File: src/rtl/gray_pkg.sv
// rtl/gray_pkg.sv - shared constants for the Gray-code counter
package gray_pkg;

  localparam int DEFAULT_WIDTH = 4;
  localparam int MAX_WIDTH     = 16;

  // Wide all-ones pattern; users slice it to their own WIDTH for the terminal value.
  localparam logic [MAX_WIDTH-1:0] ALL_ONES = {MAX_WIDTH{1'b1}};

endpackage

File: src/rtl/binary_gray.sv
// rtl/binary_gray.sv - combinational binary-to-Gray converter (inverse of gray_binary)
module binary_gray
  import gray_pkg::*;
#(
  parameter int WIDTH = DEFAULT_WIDTH
) (
  input  logic [WIDTH-1:0] bin,
  output logic [WIDTH-1:0] gray
);

  assign gray = bin ^ (bin >> 1);

endmodule

File: src/rtl/gray_counter.sv
// rtl/gray_counter.sv - loadable up/down counter with registered binary, Gray and wrap outputs
module gray_counter
  import gray_pkg::*;
#(
  parameter int WIDTH = DEFAULT_WIDTH
) (
  input  logic             clk,
  input  logic             rst,
  input  logic             en,
  input  logic             up_dn,
  input  logic             load,
  input  logic [WIDTH-1:0] load_bin,
  output logic [WIDTH-1:0] binary,
  output logic [WIDTH-1:0] gray,
  output logic             tc
);

  localparam logic [WIDTH-1:0] TERM = ALL_ONES[WIDTH-1:0];
  localparam logic [WIDTH-1:0] ONE  = {{(WIDTH-1){1'b0}}, 1'b1};

  logic [WIDTH-1:0] bin_next;
  logic [WIDTH-1:0] gray_next;
  logic             tc_next;

  always_comb begin
    bin_next = binary;
    tc_next  = 1'b0;
    if (load) begin
      bin_next = load_bin;
    end else if (en) begin
      if (up_dn) begin
        bin_next = binary + ONE;
        tc_next  = (binary == TERM);
      end else begin
        bin_next = binary - ONE;
        tc_next  = (binary == '0);
      end
    end
  end

  // Gray is encoded from the next binary value so both registers move together.
  binary_gray #(.WIDTH(WIDTH)) u_binary_gray (
    .bin  (bin_next),
    .gray (gray_next)
  );

  always_ff @(posedge clk) begin
    if (rst) begin
      binary <= '0;
      gray   <= '0;
      tc     <= 1'b0;
    end else begin
      binary <= bin_next;
      gray   <= gray_next;
      tc     <= tc_next;
    end
  end

endmodule

File: config.mk
export PLATFORM = sky130hd
export DESIGN_NAME = gray_counter
export DESIGN_NICKNAME = d
export VERILOG_FILES = /design/src/rtl/gray_pkg.sv /design/src/rtl/binary_gray.sv /design/src/rtl/gray_counter.sv
export SDC_FILE = /design/constraint.sdc
export NUM_CORES = 1
export LEC_CHECK = 0
export ABC_CLOCK_PERIOD_IN_PS = 5480
export CAP_MARGIN = 15
export CORE_MARGIN = 2
export CORE_UTILIZATION = 35
export DETAILED_ROUTE_END_ITERATION = 8
export GPL_TIMING_DRIVEN = 0
export PLACE_DENSITY = 0.65
export REMOVE_ABC_BUFFERS = 1
export SETUP_SLACK_MARGIN = 0.2
export SLEW_MARGIN = 0
export SYNTH_ARGS = -nofsm -noshare
export SYNTH_HDL_FRONTEND = slang
export SYNTH_SLANG_ARGS = --single-unit
File: constraint.sdc
create_clock -name clk -period 5.48 [get_ports clk]
set_clock_uncertainty 0.2 [all_clocks]
set_input_delay 1.644 -clock clk [delete_from_list [all_inputs] [get_ports clk]]
set_output_delay 1.644 -clock clk [all_outputs]
set_load 0.02 [all_outputs]
==> qor.yml <==
run_status:
  outcome: "completed"
worst_hold_path:
  min_path_type: "reg2reg"
  holdPathStages: 2
  min_from: "binary[3]$_SDFF_PP0_"
  whs_endpoint: "tc$_SDFF_PP0_"
detailed_routing:
  vias: 461
  routed_wl_um: 984
  avgViaCountPerCell: 5.36
  route.detailed.drc: 0
  drt_iter0_drc: 8
  antenna_left: 0
  wl_per_cell_um: 11.4
  drt_pass1_iterations: 4
critical_path:
  arrival_ns: 3.71
  timing.rr.end: "gray[1]$_SDFF_PP0_"
  required_ns: 5.46
  cp_max_fo: 7
  cp-start-kind: "primary input"
  critPathKind: "in2reg"
  end_kind: "flip-flop"
  r2r_setup_slack_ns: 3.40
  reg2regPathDepth: 5
  rr_startpoint: "binary[0]$_SDFF_PP0_"
  critical_path.startpoint: "up_dn"
floorplan:
  die_w_um: 41.6
  pin_count: 18
  start_util_pct: 37.6
  dieArea_um2: 1730
  die_y_um: 41.6
  core_um2: 1320
  row_count: 13
clock_tree:
  cts-root-buf: "clkbuf_4"
  cts_resized: 0
  clkLatencyLatePin_ns: 0.25
  cts_tree: "done"
  clock-sinks: 8
  postCtsHoldBufs: 0
  path_clk_slew_ns: 0.05
  clk_path_buf_depth: 2
  cts_max_level: 1
  cts_buffers: 3
  cts_setup_buffers: 0
sta:
  fmax_mhz: 268
  grt_setup_unrepaired: "false"
  layout_min_cycle_time_ns: 3.73
  slew_viol_final: 0
  setup_viol: 0
  fin_crit_sh_pct: 68.0
  fin_setup_tns_ns: 0
  maxSlewHeadroom_pct: 71.6
  hold_violations: 0
  worst_pin_slew_ns: 0.424
yosys:
  synth_seq_area_share_pct: 32.3
  synth_enable_flop_cells: 0
  netlist_area_um2: 495
  yosysMostFrequentCell: "dfxtp_1"
  synthTopCellsByCount: "8 x dfxtp_1, 6 x nor2_1, 3 x inv_1, 3 x mux2i_1"
  synth.distinct_cells: 31
  synth_top_area_cell: "dfxtp_1"
  yosys.area_share.adder_pct: 9.09
  synth_mux_area_share_pct: 8.33
  ys_ff_latch: 8
  yosys-top-cells-area: "dfxtp_1 32%, mux2i_1 6.1%, ha_1 5.1%"
  syn_inst: 54
  synth_top_family_by_area: "simple AND/OR/NAND/NOR gates"
  synth-xor-area-share_pct: 5.30
  synth-simple-area-share_pct: 23.5
  synth_compound_area_share_pct: 15.2
  synth_ff_type: "dfxtp_1"
  yosys_warnings: 0
  synth_top_area_share_pct: 32.3
  ys_async_sr_fraction_pct: 0
  avgSynthCellArea_um2: 9.18
pwr:
  power.leakage_nw: 0.299
  power_per_cell_area_nw_per_um2: 248
  ir_drop_uv: 160
  fin_total_pwr_mw: 0.170
placed_design:
  routabilityCongestion: 0.710
  place_inst: 83
  port_buffers: 17
  place_hpwl_um: 734
global_route:
  antenna_found_initial: 0
  track_usage_pct: 13.4
  grt_pass1_vias: 383
  grt_max_degree: 12
  grt_first_pass_wirelength_um: 1740
  grt_overflow_total: 0
run:
  drv_cap: 0
final_layout:
  area_growth_syn_to_layout_pct: 38.6
  fin_nets: 85
  drive_above_1_share_pct: 9.86
  final_cells: 86
  n_antenna_cell: 0
report_power, final:
group | total, mW | internal (mW) | switching, mW
clock | 0.0445 | 0.0250 | 0.0195
sequential | 0.0695 | 0.0642 | 0.00539
combinational | 0.0564 | 0.0299 | 0.0265
total | 0.170 | 0.119 | 0.0514
worst max path at each step:
stage                               endpoint  slack (ns)
after global routing      gray[1]$_SDFF_PP0_        1.59
after global placement    gray[1]$_SDFF_PP0_        1.52
after detailed placement  gray[1]$_SDFF_PP0_        1.49
after floorplan           gray[1]$_SDFF_PP0_        2.28
after CTS                 gray[1]$_SDFF_PP0_        1.74
final                     gray[1]$_SDFF_PP0_        1.75
final cells by class:
class                   count  area (µm²)
inverters                   3        11.3
fillers                   133         631
repair buffers             17         170
multi-input cells          40         304
well taps                  15        18.8
clock buffers               3        22.5
flip-flops and latches      8         160
per-stage QoR:
| step | util, % | hold WS (ns) | worst slack, ns | instance area, µm² |
|---|---|---|---|---|
| after floorplan | - | 0.565 | 2.28 | 475 |
| after global placement | 50.4 | 0.503 | 1.52 | 664 |
| after detailed placement | 50.4 | 0.488 | 1.49 | 664 |
| after CTS | 52.1 | 0.503 | 1.74 | 687 |
| after global routing | 52.1 | 0.588 | 1.59 | 687 |
| final | 52.1 | 0.500 | 1.75 | 687 |
sequential cells by signal, summed over array words and instances (netlist names):
signal	count
binary	4
gray	3
tc	1
critical path: stages:
cell             delay (ns)
clkdlybuf4s50_1        0.58
inv_1                  0.13
fa_1                   0.48
mux2_2                 0.27
mux2i_1                0.30
o21ai_0                0.15
a21oi_1                0.16
cells by family after synthesis:
group                    count (synthesis)
XOR/XNOR                                 3
AO/OA/AOI/OAI                           11
multiplexers                             4
adder cells (fa/ha/maj)                  3
buffers and inverters                    6
flip-flops                               8
AND/OR/NAND/NOR                         19
routing by layer:
| layer | share of wire, % | wire (µm) | track usage (%) |
|---|---|---|---|
| met1 | 47 | 462 | 16.1 |
| met2 | 43 | 427 | 19.1 |
| met3 | 9.6 | 94 | 9.13 |
| met4 | 0 | 0 | 3.87 |
| met5 | 0 | 0 | 0 |
cells in the final DEF (no fill, tap or decap), types with 3 or more instances in the layout:
master / count
clkbuf_4: 3
nor2_1: 6
dfxtp_1: 8
clkdlybuf4s50_1: 17
mux2i_1: 3
inv_1: 3
Note: power is estimated with default switching activity, not from simulation.
==> edit 1, RTL diff (same settings) <==
Change the package constant `DEFAULT_WIDTH` from 4 to 6.
--- a/src/rtl/gray_pkg.sv
+++ b/src/rtl/gray_pkg.sv
@@ -1,7 +1,7 @@
 // rtl/gray_pkg.sv - shared constants for the Gray-code counter
 package gray_pkg;
 
-  localparam int DEFAULT_WIDTH = 4;
+  localparam int DEFAULT_WIDTH = 6;
   localparam int MAX_WIDTH     = 16;
 
   // Wide all-ones pattern; users slice it to their own WIDTH for the terminal value.
Interface: changed (resized binary, gray and load_bin); port bits go from 18 to 24. No check against the original RTL was run, so the function may have changed too.
==> edit 1 against the original RTL <==
Critical path depth up 2. Worst setup slack worse by 0.065 ns. Non-clock buffer count up 6. Cell area up 45%. Via count up 42%. Synthesized area up 46%. Wire length up 61%. Sequential power up 48%. Largest cell class unchanged. Count of clock-buffer cells in the layout up 1. Register-to-register slack worse by 0.24 ns. Cell count up 55%. Power up 55%. Die area up 41%. Sequential cell count up 4.
==> edit 1: results (changes against the original RTL) <==
Critical path
  – Critical Path AT: 3.76 ns (was 3.71 ns)
  – Maximum fanout along the worst path: 5 (was 7)

Layout
  – Proportion of layout cells with a drive suffix above 1: 8.49% (was 9.86%)
  – Largest regs: binary: 6 flops, gray: 5 flops, tc: 1 flops (was binary: 4 flops, gray: 3 flops, tc: 1 flops)

Synthesis
  – Mux cell area share after synthesis: 5.87% (was 8.33%)
  – Post-Synth XOR/XNOR Area: 9.67% (was 5.30%)
  – Compound-Gate Fraction of Synth Area: 13.0% (was 15.2%)
  – Synth Area in Adders: 9.67% (was 9.09%)
  – Leading post-synthesis cells by cell area: dfxtp_1 (33%), nor2_1 (8.8%), xnor2_1 (7.3%), ha_1 (6.9%), a21oi_1 (5.5%) (was dfxtp_1 (32%), mux2i_1 (6.1%), ha_1 (5.1%), nor2_1 (4.5%), fa_1 (4.0%))
  – Post-synthesis sequential area ratio: 33.2% (was 32.3%)
  – Top post-synthesis cells by count: nor2_1 (17), dfxtp_1 (12), a21oi_1 (8) (was dfxtp_1 (8), nor2_1 (6), inv_1 (3), mux2i_1 (3))
  – Avg Cell Area, Syn: 8.73 um2 (was 9.18 um2)

Status
  – Status: finished, final reports clean (unchanged)

Global routing
  – First-pass GRT wire length: 2700 um (was 1740 um)
  – Vias in the first global route: 615 (was 383)
  – Pin count of the biggest net entering global routing: 16 (was 12)

Placed design
  – Gpl congestion: 0.801 (was 0.710)
  – Cell Area, Placed: 958 um2 (was 664 um2)
  – Placed cells: 129 (was 83)

STA
  – Final min period: 3.79 ns (was 3.73 ns)

Power and ir drop
  – Leak: 0.400 nW (was 0.299 nW)

Drt
  – Routed length per placed instance: 11.9 um (was 11.4 um)
  – Overall via count from detail_route: 654 (was 461)

Clock network
  – Worst-path clk slew: 0.08 ns (was 0.05 ns)
  – Worst-Skew Late Latency: 0.27 ns (was 0.25 ns)
edit 1: power groups by stage:
| stage | Combinational (mW) | Clock [mW] | Sequential [mW] |
|---|---|---|---|
| 2_1_floorplan | 0.0414 | 0 | 0.116 |
| 3_3_place_gp | 0.0893 | 0 | 0.105 |
| 3_5_place_dp | 0.0898 | 0 | 0.106 |
| 4_1_cts | 0.0905 | 0.0728 | 0.104 |
| 5_1_grt | 0.0987 | 0.0761 | 0.105 |
| 6_report | 0.0900 | 0.0710 | 0.103 |
edit 1: worst paths after layout:
check	from	endpoint	slack, ns	cells after the start
max	up_dn	gray[4]	1.69	9
max reg2reg	binary[0]	gray[4]	3.16	7
min reg2reg	binary[3]	tc	0.51	4
min	binary[3]	tc	0.51	4
edit 1: metal layers:
metal	vias to the layer above	GRT usage [%]	wire (um)
met5	-	0	0
met4	0	4.17	0
met3	0	5.15	97
met2	21	23.2	727
met1	300	17.8	755
li1	333	-	-
edit 1: layout make-up:
| class | instances | area (um2) |
|---|---|---|
| timing repair buffer | 23 | 230 |
| clock buffer | 4 | 36.3 |
| tap | 27 | 33.8 |
| multi-input combinational | 63 | 439 |
| sequential | 12 | 240 |
| fill | 200 | 967 |
| inverter | 4 | 15.0 |
edit 1: logic make-up after synthesis:
group                    Yosys count
AO/OA/AOI/OAI                     14
XOR/XNOR                           8
adder cells (fa/ha/maj)            5
buffers and inverters              8
flip-flops                        12
multiplexers                       4
AND/OR/NAND/NOR                   32
edit 1: worst max-delay path, stage by stage:
cell             delay (ns)
clkdlybuf4s50_1        0.59
inv_1                  0.14
ha_1                   0.31
a21o_1                 0.18
nand4_1                0.11
nand3_2                0.08
xnor2_1                0.12
a31oi_1                0.24
mux2_1                 0.34
==> edit 2, RTL diff (config.mk and constraints unchanged) <==
Without the edit above. Reset style: asynchronous (`rst`), changed in one clocked block.
--- a/src/rtl/gray_counter.sv
+++ b/src/rtl/gray_counter.sv
@@ -44,7 +44,7 @@
     .gray (gray_next)
   );
 
-  always_ff @(posedge clk) begin
+  always_ff @(posedge clk or posedge rst) begin
     if (rst) begin
       binary <= '0;
       gray   <= '0;
Behaviour: differs if rst is asserted again (counterexample within 4 cycles, from zero or initial values and one cycle with rst high); with rst held inactive, the same outputs for 10 cycles.
==> edit 2 against the original RTL <==
Cell area shrank 4.9%. Global-route usage is 0.64 points higher. Synthesized area shrank 7.8%. Sequential cell count unchanged. Power is 21% higher. Utilization barely moved. Worst setup slack better by 0.18 ns. Critical path depth unchanged. Synthesized cell count fell by 20%. Maximum frequency grew 5.1%. Wire length fell by 15%. Largest power group is now combinational logic.
==> edit 2: results (changes against the original RTL) <==
Status
  – Status: finished, final reports clean (unchanged)

Synthesis
  – Top post-synthesis cells by count: dfrtp_1 (8), nor2_1 (4), xnor2_1 (4) (was dfxtp_1 (8), nor2_1 (6), inv_1 (3), mux2i_1 (3))
  – Mux cell area share after synthesis: 4.38% (was 8.33%)
  – Leading post-synthesis cells by cell area: dfrtp_1 (44%), xnor2_1 (7.7%), ha_1 (5.5%), fa_1 (4.4%), mux2i_1 (4.4%) (was dfxtp_1 (32%), mux2i_1 (6.1%), ha_1 (5.1%), nor2_1 (4.5%), fa_1 (4.0%))
  – Synth Area in Adders: 9.86% (was 9.09%)
  – Avg Cell Area, Syn: 10.6 um2 (was 9.18 um2)
  – Post-synthesis sequential area ratio: 43.8% (was 32.3%)
  – Post-Synth XOR/XNOR Area: 11.5% (was 5.30%)

Power and ir drop
  – Power Clock: 0.0431 mW (was 0.0445 mW)
  – Seq pwr: 0.0799 mW (was 0.0695 mW)
  – Leak: 0.290 nW (was 0.299 nW)
  – Internal power: 0.139 mW (was 0.119 mW)
  – Peak VDD IR: 0.156 mV (was 0.160 mV)

Critical path
  – Reg2Reg Launch Point: binary[2] (was binary[0])
  – Reg2reg setup slack: 3.57 ns (was 3.40 ns)
  – Crit-path max cell delay: 0.53 ns (was 0.58 ns)

Drt
  – Overall via count from detail_route: 348 (was 461)
  – M1 wire length: 364 um (was 462 um)
  – WL met3: 58 um (was 94 um)

STA
  – Actual slew at the worst max-slew pin: 0.356 ns (was 0.424 ns)

Placed design
  – Gpl congestion: 0.683 (was 0.710)
  – HPWL after detailed placement: 696 um (was 734 um)

Worst hold path
  – Hold Path End: tc (unchanged)

Layout
  – Post-layout net count: 75 (was 85)

Global routing
  – Vias in the first global route: 309 (was 383)
==> edit 2: changes by cell type in the layout (fill, tap and decap cells not counted), sizes merged, moves of 2 or more <==
cell | unedited run | this run
dfxtp | 8 | 0
nand3 | 3 | 1
dfrtp | 0 | 8
xnor2 | 2 | 4
nor2 | 6 | 4
==> edit 2: per-stage QoR <==
stage	instance area, um2	utilization, %
after floorplan	442	-
after global placement	631	50.3
after detailed placement	631	50.3
after CTS	653	52.1
after global routing	653	52.1
final	653	52.1
==> edit 2: area by class of cell <==
| cell class | instances | area (um2) | area share, % |
|---|---|---|---|
| multi-input combinational | 30 | 230 | 35.2 |
| sequential | 8 | 200 | 30.7 |
| timing repair buffer | 17 | 170 | 26.1 |
| clock buffer | 3 | 22.5 | 3.45 |
| tap | 15 | 18.8 | 2.87 |
| inverter | 3 | 11.3 | 1.72 |
==> edit 2: per-layer routing <==
metal / vias to the layer above / track usage, %
li1: 184 / -
met1: 152 / 16.6
met2: 12 / 21.8
met3: 0 / 10.0
met4: 0 / 0
met5: - / 0
